`config.mk`:
```
export PLATFORM = sky130hd
export DESIGN_NAME = axis_pattern_source
export DESIGN_NICKNAME = d
export VERILOG_FILES = /design/src/rtl/axis_pattern_source.sv
export SDC_FILE = /design/constraint.sdc
export NUM_CORES = 1
export LEC_CHECK = 0
export BUFFER_PORTS_ARGS = -buffer_cell sky130_fd_sc_hd__buf_2
export CORE_ASPECT_RATIO = 0.9
export CORE_MARGIN = 2
export CORE_UTILIZATION = 52
export DETAILED_ROUTE_END_ITERATION = 10
export PLACE_DENSITY = 0.74
export REMOVE_ABC_BUFFERS = 1
export SYNTH_ARGS = -nofsm -noshare
export SYNTH_HDL_FRONTEND = slang
export SYNTH_SLANG_ARGS = --single-unit
```
`constraint.sdc`:
```
create_clock -name axi_clk -period 2.4 [get_ports axi_clk]
set_input_delay 0.36 -clock axi_clk [delete_from_list [all_inputs] [get_ports axi_clk]]
set_output_delay 0.36 -clock axi_clk [all_outputs]
set_load 0.05 [all_outputs]
```
`src/rtl/axis_pattern_source.sv`:
```
// AXI4-Stream RGB565 test-pattern frame source (bars, ramp, checker, solid).
// Optional horizontal scroll of ramp/checker: define AXIS_PATGEN_SCROLL_EN.
module axis_pattern_source #(
  parameter int H_ACTIVE         = 1024,
  parameter int V_ACTIVE         = 768,
  parameter int AXIS_TDATA_WIDTH = 16,
  parameter int AXIS_TUSER_WIDTH = 1,
  parameter int CHECKER_LOG2     = 3
) (
  input  logic                        axi_clk,
  input  logic                        axi_rst,
  input  logic                        enable,
  input  logic [1:0]                  pattern_sel,
  input  logic [15:0]                 solid_color,
  output logic [AXIS_TDATA_WIDTH-1:0] m_axis_tdata,
  output logic [AXIS_TUSER_WIDTH-1:0] m_axis_tuser,
  output logic                        m_axis_tlast,
  output logic                        m_axis_tvalid,
  input  logic                        m_axis_tready,
  output logic [15:0]                 frame_count,
  output logic                        busy
);

  localparam int XW    = (H_ACTIVE > 1) ? $clog2(H_ACTIVE) : 1;
  localparam int YW    = (V_ACTIVE > 1) ? $clog2(V_ACTIVE) : 1;
  localparam int BAR_W = H_ACTIVE / 8;
  localparam int BW    = ($clog2(BAR_W) > 0) ? $clog2(BAR_W) : 1;
  localparam int GW    = (XW < 8) ? XW : 8;
  localparam int CXI   = (CHECKER_LOG2 < XW) ? CHECKER_LOG2 : 0;
  localparam int CYI   = (CHECKER_LOG2 < YW) ? CHECKER_LOG2 : 0;
  localparam bit CX_OK = (CHECKER_LOG2 < XW);
  localparam bit CY_OK = (CHECKER_LOG2 < YW);

  localparam logic [XW-1:0] X_LAST   = XW'(H_ACTIVE - 1);
  localparam logic [YW-1:0] Y_LAST   = YW'(V_ACTIVE - 1);
  localparam logic [BW-1:0] BAR_LAST = BW'(BAR_W - 1);

  typedef enum logic {
    S_IDLE,
    S_STREAM
  } state_t;

  state_t state, state_n;

  logic [XW-1:0] x, x_n;
  logic [YW-1:0] y, y_n;
  logic [2:0]    bar_idx, idx_n;
  logic [BW-1:0] bar_cnt, cnt_n;
  logic [1:0]    pat, pat_n;
  logic [15:0]   solid, solid_n;
`ifdef AXIS_PATGEN_SCROLL_EN
  logic [15:0]   fc_s, fc_n;
`endif

  logic [15:0] pix_q, pix_n;
  logic        sof_q;
  logic        last_q;
  logic        valid_q;

  logic xfer, line_end, frame_end, fc_inc;
  logic first, adv, stop;

  assign xfer      = valid_q && m_axis_tready;
  assign line_end  = (x == X_LAST);
  assign frame_end = line_end && (y == Y_LAST);
  assign fc_inc    = xfer && frame_end;

  always_comb begin
    state_n = state;
    first   = 1'b0;
    adv     = 1'b0;
    stop    = 1'b0;
    unique case (state)
      S_IDLE: begin
        if (enable) begin
          state_n = S_STREAM;
          first   = 1'b1;
        end
      end
      S_STREAM: begin
        if (xfer) begin
          if (!frame_end) begin
            adv = 1'b1;
          end else if (enable) begin
            first = 1'b1;
          end else begin
            stop    = 1'b1;
            state_n = S_IDLE;
          end
        end
      end
      default: state_n = S_IDLE;
    endcase
  end

  // Coordinates, bar position and per-frame settings of the next beat
  always_comb begin
    x_n     = x;
    y_n     = y;
    idx_n   = bar_idx;
    cnt_n   = bar_cnt;
    pat_n   = pat;
    solid_n = solid;
`ifdef AXIS_PATGEN_SCROLL_EN
    fc_n    = fc_s;
`endif
    if (first) begin
      x_n     = '0;
      y_n     = '0;
      idx_n   = '0;
      cnt_n   = '0;
      pat_n   = pattern_sel;
      solid_n = solid_color;
`ifdef AXIS_PATGEN_SCROLL_EN
      fc_n    = fc_inc ? frame_count + 16'd1 : frame_count;
`endif
    end else if (stop) begin
      x_n   = '0;
      y_n   = '0;
      idx_n = '0;
      cnt_n = '0;
    end else if (adv) begin
      if (line_end) begin
        x_n   = '0;
        y_n   = y + 1'b1;
        idx_n = '0;
        cnt_n = '0;
      end else begin
        x_n = x + 1'b1;
        if (bar_idx != 3'd7) begin
          if (bar_cnt == BAR_LAST) begin
            idx_n = bar_idx + 3'd1;
            cnt_n = '0;
          end else begin
            cnt_n = bar_cnt + 1'b1;
          end
        end
      end
    end
  end

  logic [XW-1:0] xe;
  logic [7:0]    g;
  logic          cx, cy;

  always_comb begin
`ifdef AXIS_PATGEN_SCROLL_EN
    xe = x_n + XW'(fc_n);
`else
    xe = x_n;
`endif
    g  = 8'(xe[GW-1:0]);
    cx = CX_OK ? xe[CXI] : 1'b0;
    cy = CY_OK ? y_n[CYI] : 1'b0;
    unique case (pat_n)
      2'd0: begin
        unique case (idx_n)
          3'd0:    pix_n = 16'hFFFF;
          3'd1:    pix_n = 16'hFFE0;
          3'd2:    pix_n = 16'h07FF;
          3'd3:    pix_n = 16'h07E0;
          3'd4:    pix_n = 16'hF81F;
          3'd5:    pix_n = 16'hF800;
          3'd6:    pix_n = 16'h001F;
          default: pix_n = 16'h0000;
        endcase
      end
      2'd1:    pix_n = {g[7:3], g[7:2], g[7:3]};
      2'd2:    pix_n = (cx ^ cy) ? 16'hFFFF : 16'h0000;
      default: pix_n = solid_n;
    endcase
  end

  always_ff @(posedge axi_clk or posedge axi_rst) begin
    if (axi_rst) begin
      state       <= S_IDLE;
      x           <= '0;
      y           <= '0;
      bar_idx     <= '0;
      bar_cnt     <= '0;
      pat         <= '0;
      solid       <= '0;
`ifdef AXIS_PATGEN_SCROLL_EN
      fc_s        <= '0;
`endif
      pix_q       <= '0;
      sof_q       <= 1'b0;
      last_q      <= 1'b0;
      valid_q     <= 1'b0;
      frame_count <= '0;
      busy        <= 1'b0;
    end else begin
      state   <= state_n;
      x       <= x_n;
      y       <= y_n;
      bar_idx <= idx_n;
      bar_cnt <= cnt_n;
      pat     <= pat_n;
      solid   <= solid_n;
`ifdef AXIS_PATGEN_SCROLL_EN
      fc_s    <= fc_n;
`endif
      busy    <= (state_n == S_STREAM);
      // Output beat only changes on a load; a stalled beat holds
      if (first || adv) begin
        pix_q   <= pix_n;
        sof_q   <= (x_n == '0) && (y_n == '0);
        last_q  <= (x_n == X_LAST);
        valid_q <= 1'b1;
      end else if (stop) begin
        sof_q   <= 1'b0;
        last_q  <= 1'b0;
        valid_q <= 1'b0;
      end
      if (fc_inc) begin
        frame_count <= frame_count + 16'd1;
      end
    end
  end

  assign m_axis_tdata  = AXIS_TDATA_WIDTH'(pix_q);
  assign m_axis_tuser  = AXIS_TUSER_WIDTH'(sof_q);
  assign m_axis_tlast  = last_q;
  assign m_axis_tvalid = valid_q;

endmodule

```
==> flow_summary.json <==
{
  "die-height_microns": 92.2,
  "core-area_sq_um": 8490,
  "cap_violations": 0,
  "cts_buffer_depth": 2,
  "cts_hold_buf": 0,
  "vias": 4169,
  "placed_area_sq_um": 5460,
  "grt_pass1_vias": 4064,
  "antenna_found_initial": 0,
  "slew_violations": 0,
  "rows": 32,
  "period_minus_slack_ps": 2640,
  "synth.area.top_cells": "dfrtp_1 47%, mux2_2 4.3%, nor2_1 4.0%",
  "cts_tree": "yes",
  "worstPathRequired_ps": 2680,
  "synth_warnings": 0,
  "synthArstFlopShare_pct": 100,
  "finalNetCount": 618,
  "tightest_slew_ps": 658,
  "track_usage_pct": 26.8,
  "viasPerCell": 5.84,
  "die_area_sq_um": 9410,
  "yosysTopAreaCellShare_pct": 46.8,
  "ys_seq_area_share_pct": 46.8,
  "n_antenna_cell": 0,
  "start_util_pct": 53.0,
  "cts_buffers": 9,
  "setup_viol": 16,
  "hold_violations": 0,
  "synthToLayoutAreaGrowth_pct": 37.5,
  "overflow": 0,
  "first_iter_violations": 311,
  "drc": 0,
  "clk-insertion-delay-late_ps": 360,
  "path_class": "reg -> reg",
  "h-tree-depth": 3,
  "first_pass_iters": 5,
  "fmax_mhz": 379,
  "layout-drive-gt1-share_pct": 46.7,
  "period_share_pct": 110,
  "violations": "negative setup slack",
  "design_area_sq_um": 6180,
  "post-place-ws_ps": -331,
  "synth_cell_types": 66,
  "outcome": "complete, but fails checks",
  "grt_max_degree": 41,
  "hold_ws_ps": 67.7,
  "post-route-util_pct": 72.8,
  "yosys.area.top_type": "dfrtp_1",
  "gp_congestion": 0.949,
  "drt_wl_total_microns": 13100,
  "synth_commonest_cells": "84 x dfrtp_1, 48 x nor2_1, 28 x nand2_1",
  "p_leak_nw": 2.92,
  "cp-start-kind": "register",
  "synth_ff_type": "dfrtp_1",
  "clock_skew_ps": 8.95,
  "critPathCaptureType": "register",
  "cp_max_fo": 5,
  "rsz0062_at_grt": "true",
  "p_per_area_nw_per_um2": 590,
  "io-pin-count": 58,
  "netlist_instances": 431,
  "setup_ws_ps": -239,
  "ir_drop_mv": 0.475,
  "slew_headroom_pct": 56.1,
  "synthesis.area_sq_um": 4500,
  "cts_root_buf": "clkbuf_8",
  "avgSynthCellArea_sq_um": 10.4,
  "grt_pass1_wl_microns": 19700,
  "synth_seq_cells": 84,
  "synth_edf_count": 0,
  "dp_hpwl_microns": 8420,
  "detail-route-antenna-nets": 0,
  "clock-sinks": 84,
  "crit_arrival_ps": 2920,
  "path_clk_slew_ps": 90,
  "post-synth-top-count-cell": "dfrtp_1",
  "hp-class": "in -> async",
  "port_buffers": 57,
  "wl_per_cell_microns": 18.3,
  "dieWidth_microns": 102
}
[flip-flops by register name, indices dropped and copies added (netlist names)]
signal	flops
pat	2
y	10
bar_cnt	7
x	10
frame_count	16
m_axis_tdata	16
m_axis_tlast	1
solid	16
bar_idx	3
state	1
m_axis_tvalid	1
m_axis_tuser	1
[timing repair]
item                                   in CTS  in global routing
setup endpoints to repair                  28                 33
cloned                                      0                  1
pin swaps                                  32                 23
endpoints found under the hold margin       0                  0
resized for setup                          38                 38
buffers inserted                           10                 16
[metrics by stage]
step	TNS [ps]	std cells	total power, mW
global route	-2810	714	3.79
detailed placement	-4570	672	2.56
global placement	-2170	672	2.53
floorplan	-16240	415	2.19
finish	-1760	714	3.64
CTS	-859	698	3.55
[logic make-up (layout without fill, tap and decap cells)]
| group | Yosys count | in the layout | share of synthesized area [%] |
|---|---|---|---|
| xor gates and xnor gates | 27 | 27 | 5.26 |
| buffers and inverters | 28 | 191 | 3.14 |
| and+or+nand+nor | 173 | 174 | 21.6 |
| adders and majority gates | 6 | 6 | 1.67 |
| muxes | 26 | 26 | 7.21 |
| AOI/OAI and AO/OA | 87 | 87 | 14.4 |
| DFF | 84 | 84 | 46.8 |
[power by group]
group,total [mW],switching [mW],internal [mW],leakage (nW)
Clock,0.930,0.522,0.409,0.0840
Combinational,1.08,0.651,0.425,1.77
Sequential,1.64,0.0958,1.54,1.06
Total,3.64,1.27,2.38,2.92
[per-layer routing]
metal	part of all wire, %	global-route usage, %	vias up	routed length [microns]
met3	5.4	4.95	40	710
li1	-	-	1881	-
met1	42	35.8	2067	5460
met4	2.7	9.00	0	354
met5	0	0	-	0
met2	50	43.7	181	6540
[worst max-delay path, stage by stage (launching register included)]
cell and delay (ps):
dfrtp_1 400, ha_2 210, ha_4 160, or4b_4 540
a211oi_2 260, mux2i_1 290, nor2_1 90, or3_4 410
a31oi_1 220
[layout by cell type, fill, tap and decap left out, drive strengths merged, types with 2 or more instances in the layout]
cell type  instances
clkbuf            13
or3                5
nor4               5
mux2i              8
nand3             20
o21ai             19
a31oi              9
xnor2             16
nand4              8
and3               9
inv               12
and2               3
ha                 6
nand2b            10
a21oi             18
xor2              11
dfrtp             84
mux2              18
nor3              21
o2111ai            2
or2                3
nor2b              2
clkinv             2
nand2             29
a211oi            12
o211ai             4
nor2              48
nand4b             2
or4                2
and4               3
o31ai             13
buf              163
[final timing paths]
check	cells after the start	start	slack, ps	end
max	8	bar_idx[0]	-240	m_axis_tdata[14]
min	2	axi_rst	70	frame_count[15]
max reg2reg	8	bar_idx[0]	-240	m_axis_tdata[14]
min reg2reg	1	frame_count[15]	460	frame_count[15]
max in group asynchronous	3	axi_rst	1630	x[2]
min in group axi_clk	2	solid_color[10]	250	solid[10]
[final cells by class]
type	instances	area, sq um
Timing Repair Buffer	163	1130
Clock inverter	3	21.3
Inverter	12	46.3
Fill cell	554	2310
Clock buffer	13	149
Sequential cell	84	2100
Multi-Input combinational cell	320	2580
Tap cell	119	149
(Power assumes the default switching activity.)
